`src/rtl/axi4_write_master_if.sv`:
```
// AXI4 write-channel bundle (AW, W, B) between a write master and a slave port.
// Signal names match the original flat M_AXI_* ports so existing connections map 1:1.
//   master modport: drives AW*/W*/BREADY, samples AWREADY/WREADY/B*.
//   slave  modport: mirror image of master.
interface axi4_write_master_if #(
    parameter int unsigned P_ID_WIDTH   = 6,
    parameter int unsigned P_ADDR_WIDTH = 32,
    parameter int unsigned P_DATA_WIDTH = 256
);
    logic [P_ID_WIDTH-1:0]     M_AXI_AWID;
    logic [P_ADDR_WIDTH-1:0]   M_AXI_AWADDR;
    logic [7:0]                M_AXI_AWLEN;
    logic [2:0]                M_AXI_AWSIZE;
    logic [1:0]                M_AXI_AWBURST;
    logic                      M_AXI_AWVALID;
    logic                      M_AXI_AWREADY;
    logic [P_DATA_WIDTH-1:0]   M_AXI_WDATA;
    logic [P_DATA_WIDTH/8-1:0] M_AXI_WSTRB;
    logic                      M_AXI_WLAST;
    logic                      M_AXI_WVALID;
    logic                      M_AXI_WREADY;
    logic [P_ID_WIDTH-1:0]     M_AXI_BID;
    logic [1:0]                M_AXI_BRESP;
    logic                      M_AXI_BVALID;
    logic                      M_AXI_BREADY;

    modport master (
        output M_AXI_AWID, M_AXI_AWADDR, M_AXI_AWLEN, M_AXI_AWSIZE, M_AXI_AWBURST, M_AXI_AWVALID,
        input  M_AXI_AWREADY,
        output M_AXI_WDATA, M_AXI_WSTRB, M_AXI_WLAST, M_AXI_WVALID,
        input  M_AXI_WREADY,
        input  M_AXI_BID, M_AXI_BRESP, M_AXI_BVALID,
        output M_AXI_BREADY
    );

    modport slave (
        input  M_AXI_AWID, M_AXI_AWADDR, M_AXI_AWLEN, M_AXI_AWSIZE, M_AXI_AWBURST, M_AXI_AWVALID,
        output M_AXI_AWREADY,
        input  M_AXI_WDATA, M_AXI_WSTRB, M_AXI_WLAST, M_AXI_WVALID,
        output M_AXI_WREADY,
        output M_AXI_BID, M_AXI_BRESP, M_AXI_BVALID,
        input  M_AXI_BREADY
    );
endinterface

```
`src/rtl/axi4_write_master.sv`:
```
// AXI4 write engine: one request (WRITE_ADDR/WRITE_DATA/WRITE_START) becomes one INCR burst of
// P_WRITE_BURSTS beats on AW/W/B, completion reported by a one-cycle WRITE_DONE (+WRITE_ERROR).
// One transaction outstanding; AW, W and B phases run strictly in sequence.
// Ports:
//   CLOCK, RESET        clock, synchronous active-high reset
//   WRITE_ADDR/DATA     request byte offset (added to base) and beat data, sampled on accept
//   WRITE_START/READY   request handshake; READY only while idle
//   WRITE_DONE/ERROR    completion pulse; ERROR only together with DONE
//   m_axi               AXI4 write channels (master modport)
// Optional feature: define AXI4_WMASTER_INCR_DATA_EN to send latched data + k on beat k;
// otherwise every beat repeats the latched data.
module axi4_write_master #(
    parameter logic [31:0] P_TARGET_SLAVE_BASE_ADDR = 32'h0,
    parameter int unsigned P_WRITE_BURSTS           = 1,
    parameter int unsigned P_AXI_ID                 = 0,
    parameter int unsigned P_ID_WIDTH               = 6,
    parameter int unsigned P_ADDR_WIDTH             = 32,
    parameter int unsigned P_DATA_WIDTH             = 256
) (
    input  logic                    CLOCK,
    input  logic                    RESET,
    input  logic [P_ADDR_WIDTH-1:0] WRITE_ADDR,
    input  logic [P_DATA_WIDTH-1:0] WRITE_DATA,
    input  logic                    WRITE_START,
    output logic                    WRITE_READY,
    output logic                    WRITE_DONE,
    output logic                    WRITE_ERROR,
    axi4_write_master_if.master     m_axi
);
    localparam logic [7:0]            LAST_BEAT   = 8'(P_WRITE_BURSTS - 1);
    localparam logic [31:0]           BURST_BYTES = 32'(P_WRITE_BURSTS * (P_DATA_WIDTH / 8));
    localparam logic [P_ID_WIDTH-1:0] AXI_ID      = P_ID_WIDTH'(P_AXI_ID);

    typedef enum logic [2:0] {
        S_IDLE,
        S_ADDR,
        S_DATA,
        S_RESP,
        S_REJECT,
        S_DONE
    } state_t;

    state_t                  state_q, state_d;
    logic                    ready_q, ready_d;
    logic                    done_q, done_d;
    logic                    error_q, error_d;
    logic                    awvalid_q, awvalid_d;
    logic                    wvalid_q, wvalid_d;
    logic                    wlast_q, wlast_d;
    logic                    bready_q, bready_d;
    logic [P_ADDR_WIDTH-1:0] awaddr_q, awaddr_d;
    logic [P_DATA_WIDTH-1:0] wdata_q, wdata_d;
    logic [P_DATA_WIDTH-1:0] data_q, data_d;
    logic [7:0]              beat_q, beat_d;

    logic [P_ADDR_WIDTH-1:0] accept_addr;
    logic [31:0]             burst_end;
    logic [7:0]              beat_next;
    logic                    bresp_err;

    always_comb begin
        state_d   = state_q;
        ready_d   = ready_q;
        done_d    = done_q;
        error_d   = error_q;
        awvalid_d = awvalid_q;
        wvalid_d  = wvalid_q;
        wlast_d   = wlast_q;
        bready_d  = bready_q;
        awaddr_d  = awaddr_q;
        wdata_d   = wdata_q;
        data_d    = data_q;
        beat_d    = beat_q;

        accept_addr = P_ADDR_WIDTH'(P_TARGET_SLAVE_BASE_ADDR) + WRITE_ADDR;
        // End offset of the burst within its 4 KB page; beyond 4096 it would cross the boundary.
        burst_end   = 32'(accept_addr[11:0]) + BURST_BYTES;
        beat_next   = beat_q + 8'd1;
        bresp_err   = (m_axi.M_AXI_BRESP inside {2'b10, 2'b11}) || (m_axi.M_AXI_BID != AXI_ID);

        case (state_q)
            S_IDLE: begin
                ready_d = 1'b1;
                if (WRITE_START && ready_q) begin
                    ready_d  = 1'b0;
                    awaddr_d = accept_addr;
                    data_d   = WRITE_DATA;
                    wdata_d  = WRITE_DATA;
                    beat_d   = '0;
                    if (burst_end > 32'd4096) begin
                        state_d = S_REJECT;
                    end else begin
                        awvalid_d = 1'b1;
                        state_d   = S_ADDR;
                    end
                end
            end
            S_ADDR: begin
                if (awvalid_q && m_axi.M_AXI_AWREADY) begin
                    awvalid_d = 1'b0;
                    wvalid_d  = 1'b1;
                    wlast_d   = (LAST_BEAT == 8'd0);
                    state_d   = S_DATA;
                end
            end
            S_DATA: begin
                if (wvalid_q && m_axi.M_AXI_WREADY) begin
                    if (wlast_q) begin
                        wvalid_d = 1'b0;
                        wlast_d  = 1'b0;
                        bready_d = 1'b1;
                        state_d  = S_RESP;
                    end else begin
                        beat_d  = beat_next;
                        wlast_d = (beat_next == LAST_BEAT);
`ifdef AXI4_WMASTER_INCR_DATA_EN
                        wdata_d = data_q + P_DATA_WIDTH'(beat_next);
`endif
                    end
                end
            end
            S_RESP: begin
                if (bready_q && m_axi.M_AXI_BVALID) begin
                    bready_d = 1'b0;
                    done_d   = 1'b1;
                    error_d  = bresp_err;
                    state_d  = S_DONE;
                end
            end
            // Rejected bursts spend one idle-bus cycle here so the error completion
            // lands two cycles after accept.
            S_REJECT: begin
                done_d  = 1'b1;
                error_d = 1'b1;
                state_d = S_DONE;
            end
            S_DONE: begin
                done_d  = 1'b0;
                error_d = 1'b0;
                ready_d = 1'b1;
                state_d = S_IDLE;
            end
            default: begin
                state_d = S_IDLE;
            end
        endcase
    end

    always_ff @(posedge CLOCK) begin
        if (RESET) begin
            state_q   <= S_IDLE;
            ready_q   <= 1'b0;
            done_q    <= 1'b0;
            error_q   <= 1'b0;
            awvalid_q <= 1'b0;
            wvalid_q  <= 1'b0;
            wlast_q   <= 1'b0;
            bready_q  <= 1'b0;
            awaddr_q  <= '0;
            wdata_q   <= '0;
            data_q    <= '0;
            beat_q    <= '0;
        end else begin
            state_q   <= state_d;
            ready_q   <= ready_d;
            done_q    <= done_d;
            error_q   <= error_d;
            awvalid_q <= awvalid_d;
            wvalid_q  <= wvalid_d;
            wlast_q   <= wlast_d;
            bready_q  <= bready_d;
            awaddr_q  <= awaddr_d;
            wdata_q   <= wdata_d;
            data_q    <= data_d;
            beat_q    <= beat_d;
        end
    end

    assign WRITE_READY         = ready_q;
    assign WRITE_DONE          = done_q;
    assign WRITE_ERROR         = error_q;
    assign m_axi.M_AXI_AWID    = AXI_ID;
    assign m_axi.M_AXI_AWADDR  = awaddr_q;
    assign m_axi.M_AXI_AWLEN   = LAST_BEAT;
    assign m_axi.M_AXI_AWSIZE  = 3'($clog2(P_DATA_WIDTH / 8));
    assign m_axi.M_AXI_AWBURST = 2'b01;
    assign m_axi.M_AXI_AWVALID = awvalid_q;
    assign m_axi.M_AXI_WDATA   = wdata_q;
    assign m_axi.M_AXI_WSTRB   = '1;
    assign m_axi.M_AXI_WLAST   = wlast_q;
    assign m_axi.M_AXI_WVALID  = wvalid_q;
    assign m_axi.M_AXI_BREADY  = bready_q;
endmodule
```
`src/flat_wrapper.sv`:
```
// flat-port wrapper written by rule: the top's interface ports become plain ports
module axi4_write_master_flat 
#(
    parameter logic [31:0] P_TARGET_SLAVE_BASE_ADDR = 32'h0,
    parameter int unsigned P_WRITE_BURSTS           = 1,
    parameter int unsigned P_AXI_ID                 = 0,
    parameter int unsigned P_ID_WIDTH               = 6,
    parameter int unsigned P_ADDR_WIDTH             = 32,
    parameter int unsigned P_DATA_WIDTH             = 256
)
  (CLOCK, RESET, WRITE_ADDR, WRITE_DATA, WRITE_START, WRITE_READY, WRITE_DONE, WRITE_ERROR, m_axi_M_AXI_AWID, m_axi_M_AXI_AWADDR, m_axi_M_AXI_AWLEN, m_axi_M_AXI_AWSIZE, m_axi_M_AXI_AWBURST, m_axi_M_AXI_AWVALID, m_axi_M_AXI_AWREADY, m_axi_M_AXI_WDATA, m_axi_M_AXI_WSTRB, m_axi_M_AXI_WLAST, m_axi_M_AXI_WVALID, m_axi_M_AXI_WREADY, m_axi_M_AXI_BID, m_axi_M_AXI_BRESP, m_axi_M_AXI_BVALID, m_axi_M_AXI_BREADY);
  axi4_write_master_if #(.P_ID_WIDTH(P_ID_WIDTH), .P_ADDR_WIDTH(P_ADDR_WIDTH), .P_DATA_WIDTH(P_DATA_WIDTH)) m_axi_i ();
  input  logic CLOCK;
  input  logic RESET;
  input  logic [P_ADDR_WIDTH-1:0] WRITE_ADDR;
  input  logic [P_DATA_WIDTH-1:0] WRITE_DATA;
  input  logic WRITE_START;
  output logic WRITE_READY;
  output logic WRITE_DONE;
  output logic WRITE_ERROR;
  output wire logic [$bits(m_axi_i.M_AXI_AWID)-1:0] m_axi_M_AXI_AWID;
  output wire logic [$bits(m_axi_i.M_AXI_AWADDR)-1:0] m_axi_M_AXI_AWADDR;
  output wire logic [$bits(m_axi_i.M_AXI_AWLEN)-1:0] m_axi_M_AXI_AWLEN;
  output wire logic [$bits(m_axi_i.M_AXI_AWSIZE)-1:0] m_axi_M_AXI_AWSIZE;
  output wire logic [$bits(m_axi_i.M_AXI_AWBURST)-1:0] m_axi_M_AXI_AWBURST;
  output wire logic [$bits(m_axi_i.M_AXI_AWVALID)-1:0] m_axi_M_AXI_AWVALID;
  input wire logic [$bits(m_axi_i.M_AXI_AWREADY)-1:0] m_axi_M_AXI_AWREADY;
  output wire logic [$bits(m_axi_i.M_AXI_WDATA)-1:0] m_axi_M_AXI_WDATA;
  output wire logic [$bits(m_axi_i.M_AXI_WSTRB)-1:0] m_axi_M_AXI_WSTRB;
  output wire logic [$bits(m_axi_i.M_AXI_WLAST)-1:0] m_axi_M_AXI_WLAST;
  output wire logic [$bits(m_axi_i.M_AXI_WVALID)-1:0] m_axi_M_AXI_WVALID;
  input wire logic [$bits(m_axi_i.M_AXI_WREADY)-1:0] m_axi_M_AXI_WREADY;
  input wire logic [$bits(m_axi_i.M_AXI_BID)-1:0] m_axi_M_AXI_BID;
  input wire logic [$bits(m_axi_i.M_AXI_BRESP)-1:0] m_axi_M_AXI_BRESP;
  input wire logic [$bits(m_axi_i.M_AXI_BVALID)-1:0] m_axi_M_AXI_BVALID;
  output wire logic [$bits(m_axi_i.M_AXI_BREADY)-1:0] m_axi_M_AXI_BREADY;
  assign m_axi_M_AXI_AWID = m_axi_i.M_AXI_AWID;
  assign m_axi_M_AXI_AWADDR = m_axi_i.M_AXI_AWADDR;
  assign m_axi_M_AXI_AWLEN = m_axi_i.M_AXI_AWLEN;
  assign m_axi_M_AXI_AWSIZE = m_axi_i.M_AXI_AWSIZE;
  assign m_axi_M_AXI_AWBURST = m_axi_i.M_AXI_AWBURST;
  assign m_axi_M_AXI_AWVALID = m_axi_i.M_AXI_AWVALID;
  assign m_axi_i.M_AXI_AWREADY = m_axi_M_AXI_AWREADY;
  assign m_axi_M_AXI_WDATA = m_axi_i.M_AXI_WDATA;
  assign m_axi_M_AXI_WSTRB = m_axi_i.M_AXI_WSTRB;
  assign m_axi_M_AXI_WLAST = m_axi_i.M_AXI_WLAST;
  assign m_axi_M_AXI_WVALID = m_axi_i.M_AXI_WVALID;
  assign m_axi_i.M_AXI_WREADY = m_axi_M_AXI_WREADY;
  assign m_axi_i.M_AXI_BID = m_axi_M_AXI_BID;
  assign m_axi_i.M_AXI_BRESP = m_axi_M_AXI_BRESP;
  assign m_axi_i.M_AXI_BVALID = m_axi_M_AXI_BVALID;
  assign m_axi_M_AXI_BREADY = m_axi_i.M_AXI_BREADY;
  axi4_write_master #(.P_TARGET_SLAVE_BASE_ADDR(P_TARGET_SLAVE_BASE_ADDR), .P_WRITE_BURSTS(P_WRITE_BURSTS), .P_AXI_ID(P_AXI_ID), .P_ID_WIDTH(P_ID_WIDTH), .P_ADDR_WIDTH(P_ADDR_WIDTH), .P_DATA_WIDTH(P_DATA_WIDTH)) u_core (.CLOCK(CLOCK), .RESET(RESET), .WRITE_ADDR(WRITE_ADDR), .WRITE_DATA(WRITE_DATA), .WRITE_START(WRITE_START), .WRITE_READY(WRITE_READY), .WRITE_DONE(WRITE_DONE), .WRITE_ERROR(WRITE_ERROR), .m_axi(m_axi_i));
endmodule
```
`config.mk`:
```
export PLATFORM = sky130hd
export DESIGN_NAME = axi4_write_master_flat
export DESIGN_NICKNAME = d
export VERILOG_FILES = /design/src/rtl/axi4_write_master_if.sv /design/src/rtl/axi4_write_master.sv /design/src/flat_wrapper.sv
export SDC_FILE = /design/constraint.sdc
export NUM_CORES = 1
export LEC_CHECK = 0
export BUFFER_PORTS_ARGS = -buffer_cell sky130_fd_sc_hd__buf_2
export CAP_MARGIN = 20
export CORE_AREA = 5 5 246 248
export CTS_BUF_LIST = sky130_fd_sc_hd__clkbuf_16
export CTS_CLUSTER_SIZE = 12
export DETAILED_ROUTE_END_ITERATION = 6
export DIE_AREA = 0 0 251 253
export GPL_TIMING_DRIVEN = 0
export PLACE_DENSITY = 0.46
export SYNTH_ARGS = -nofsm -noshare
export SYNTH_HDL_FRONTEND = slang
export SYNTH_SLANG_ARGS = --single-unit
```
`constraint.sdc`:
```
create_clock -name CLOCK -period 3.9 [get_ports CLOCK]
set_input_delay 0.585 -clock CLOCK [delete_from_list [all_inputs] [get_ports CLOCK]]
set_output_delay 0.585 -clock CLOCK [all_outputs]
set_load 0.02 [all_outputs]
```
==> flow_metrics.py <==
metrics = {
    "final_layout": {
        "drive_gt1_share_pct": 32.7,
        "fillers": 6521,
        "syn2layout_area_growth_pct": 46.3,
        "fin_nets": 2424,
        "multi_input_area_sq_mm": 0.00441,
        "final-seq-area_sq_mm": 0.00613,
        "layout.cells.non_filler": 2915,
        "final_core_util_pct": 28.0,
    },
    "status": {
        "outcome": "complete, no violations",
    },
    "yosys": {
        "ys_async_sr_fraction_pct": 0,
        "netlist_area_sq_mm": 0.0111,
        "yosysWarningCount": 0,
        "yosysUniqueCellTypes": 39,
        "ys_ff_latch": 306,
        "avgSynthCellArea_sq_um": 7.75,
        "synth_area_leaders": "dfxtp_1, nand2_1, a21oi_1, buf_4, clkbuf_1",
        "synth_ff_type": "dfxtp_1",
        "yosysTopAreaCell": "dfxtp_1",
        "ys_seq_area_share_pct": 55.0,
        "synth_edf_count": 0,
        "yosysTopAreaCellShare_pct": 55.0,
        "synthCells": 1437,
    },
    "route": {
        "routedWlPerCell_um": 16.6,
        "ant_nets": 0,
        "vias_per_cell": 4.09,
        "num_vias": 11900,
        "drc": 0,
        "drt_iter0_markers": 458,
        "first_pass_iters": 5,
        "wirelength_um": 48400,
    },
    "pwr": {
        "cellLeakagePower_nw": 7.31,
        "peakVddDrop_v": 0.000341,
        "power.density_mw_per_mm2": 561,
    },
    "floorplanning": {
        "core_area_sq_mm": 0.0582,
        "fp-row-count": 89,
        "pin_count": 648,
        "die_w_um": 251,
        "initial_utilization_pct": 19.1,
        "die-area_sq_mm": 0.0635,
        "fp.dieH_um": 253,
    },
    "placement": {
        "io_buffers": 594,
        "dp.cells": 2854,
        "place.gp.congestion": 0.912,
        "dp_hpwl_um": 39300,
    },
    "sta": {
        "max_slew.worst_pin.slew_ps": 1020,
        "slew_headroom_pct": 32.3,
        "setup_viol_count_final": 0,
        "drv_slew": 0,
        "fin_setup_tns_ps": 0,
        "finalHoldViolCount": 0,
        "period_minus_slack_ps": 2930,
        "clock-skew-final_ps": 8.41,
        "timing.fmax_ghz": 0.341,
        "fin_crit_sh_pct": 75.1,
        "grt_setup_unrepaired": "no",
    },
    "clocking": {
        "clk_pin_slew_ps": 60,
        "numCtsBuffers": 37,
        "clock-sinks": 306,
        "clockBufferDepth": 3,
        "cts_max_level": 2,
        "cts_setup_buffers": 0,
        "clk_latency_ps": 520,
        "ctsHoldBuffers": 0,
        "root_buffer": "clkbuf_16",
        "post_cts_resized": 0,
        "cts_tree": "yes",
    },
    "critical_path": {
        "crit_chain": "clkbuf_1, nor4_1, buf_2, clkbuf_1, clkbuf_1, nand2_1, a21oi_1",
        "crit_required_ps": 4350,
        "max_stage_delay_ps": 600,
        "cp.arrival_ps": 3380,
        "cpMostUsedCell": "clkbuf_1",
        "end_kind": "register",
        "critPathMaxFanout": 10,
        "startpoint_type": "register",
        "slowest_stage": "clkbuf_1",
        "worstSetupPathType": "register to register",
    },
    "global_route": {
        "antenna_found_initial": 5,
        "grt_max_degree": 13,
        "grt_pass1_wl_um": 70000,
        "grt_use_total_pct": 14.0,
        "first_global_vias": 11500,
        "overflow": 0,
    },
    "min_path": {
        "hp-class": "input port to register",
    },
    "run": {
        "drv_cap": 0,
    },
}
==> path summary, 6_finish.rpt <==
kind,slack (ps),cells past startpoint,from,endpoint
worst max-delay path,970,7,u_core.state_q[0]$_SDFFE_PP0P_,u_core.m_axi.M_AXI_WDATA[68]$_SDFFE_PP0P_
worst min-delay path,300,3,WRITE_DATA[24],u_core.m_axi.M_AXI_WDATA[24]$_SDFFE_PP0P_
worst max register to register,970,7,u_core.state_q[0]$_SDFFE_PP0P_,u_core.m_axi.M_AXI_WDATA[68]$_SDFFE_PP0P_
worst min register to register,450,2,u_core.m_axi.M_AXI_WDATA[55]$_SDFFE_PP0P_,u_core.m_axi.M_AXI_WDATA[55]$_SDFFE_PP0P_
==> critical path: cells and delay by family, from the launching register on <==
family                 cells  cell delay, ps
buffers and inverters      4            1810
and+or+nand+nor            2             560
DFF                        1             310
AOI/OAI and AO/OA          1             160
==> layout by cell type, fill, tap and decap left out, drive strengths merged, types with 2 or more instances in the layout <==
| cell | instances |
|---|---|
| a211oi | 2 |
| a21oi | 302 |
| a31oi | 4 |
| buf | 654 |
| clkbuf | 130 |
| clkinv | 14 |
| conb | 51 |
| dfxtp | 306 |
| diode | 2 |
| ha | 2 |
| inv | 11 |
| nand2 | 589 |
| nand3 | 12 |
| nand4 | 2 |
| nor2 | 16 |
| nor3 | 6 |
| nor3b | 2 |
| nor4 | 3 |
| o21ai | 10 |
| or3 | 5 |
| or4 | 2 |
| xnor2 | 2 |
==> kinds of logic (layout without fill, tap and decap cells) <==
kind of cell | after synthesis | count (layout) | share of synthesized area [%]
and+or+nand+nor | 644 | 644 | 22.5
AOI/OAI and AO/OA | 326 | 326 | 15.0
DFF | 306 | 306 | 55.0
buffers and inverters | 155 | 809 | 7.04
adders and majority gates | 2 | 2 | 0.225
other | 2 | 53 | 0.0674
xor gates and xnor gates | 2 | 2 | 0.157
==> layer usage <==
layer | global-route usage [%] | routed length (um) | vias up
li1 | - | - | 5923
met1 | 16.8 | 19700 | 5468
met2 | 24.3 | 23600 | 442
met3 | 4.13 | 3740 | 75
met4 | 4.44 | 1380 | 4
met5 | 0 | 27 | -
==> layout make-up <==
type                    count  share of cell area, %
diodes                      2                 0.0307
clock buffers              37                   5.68
plain buffers             152                   4.75
well taps                 773                   5.94
clock inverters            22                  0.584
inverters                   3                 0.0691
multi-input cells        1025                   27.1
flip-flops and latches    306                   37.6
repair buffers            595                   18.3
==> cell usage after synthesis (2+ instances only) <==
| master | count |
|---|---|
| a211oi_1 | 2 |
| a21oi_1 | 302 |
| a31oi_1 | 4 |
| buf_1 | 4 |
| buf_2 | 3 |
| buf_4 | 51 |
| clkbuf_1 | 93 |
| conb_1 | 2 |
| dfxtp_1 | 306 |
| ha_1 | 2 |
| inv_1 | 3 |
| nand2_1 | 589 |
| nand3_1 | 12 |
| nand4_1 | 2 |
| nor2_1 | 16 |
| nor3_1 | 6 |
| nor3b_1 | 2 |
| nor4_1 | 3 |
| o21ai_0 | 8 |
| o21ai_1 | 2 |
| or3_1 | 5 |
| or4_1 | 2 |
| xnor2_1 | 2 |
==> where the power goes <==
group	switching (mW)	leakage (nW)	internal (mW)
combinational	1.68	4.28	0.737
sequential	0.203	2.49	3.51
clock	1.31	0.544	1.70
total	3.19	7.31	5.95
==> registers in the layout (all words and copies together), names as in the netlist <==
name	flops
u_core.m_axi.M_AXI_WDATA	256
u_core.m_axi.M_AXI_AWADDR	32
u_core.beat_q	8
u_core.state_q	3
u_core.WRITE_DONE	1
u_core.WRITE_ERROR	1
u_core.WRITE_READY	1
u_core.m_axi.M_AXI_AWVALID	1
u_core.m_axi.M_AXI_BREADY	1
u_core.m_axi.M_AXI_WLAST	1
u_core.m_axi.M_AXI_WVALID	1
==> stage by stage <==
| stage | hold WS [ps] | setup slack [ps] | power [mW] | instance area, sq um |
|---|---|---|---|---|
| floorplan | 471 | 1750 | 5.20 | 11300 |
| global placement | 438 | 782 | 6.20 | 15300 |
| detailed placement | 444 | 791 | 6.23 | 15300 |
| CTS | 247 | 781 | 9.33 | 16300 |
| global route | 268 | 602 | 9.68 | 16300 |
| finish | 296 | 969 | 9.15 | 16300 |
Note: power is estimated with default switching activity, not from simulation.
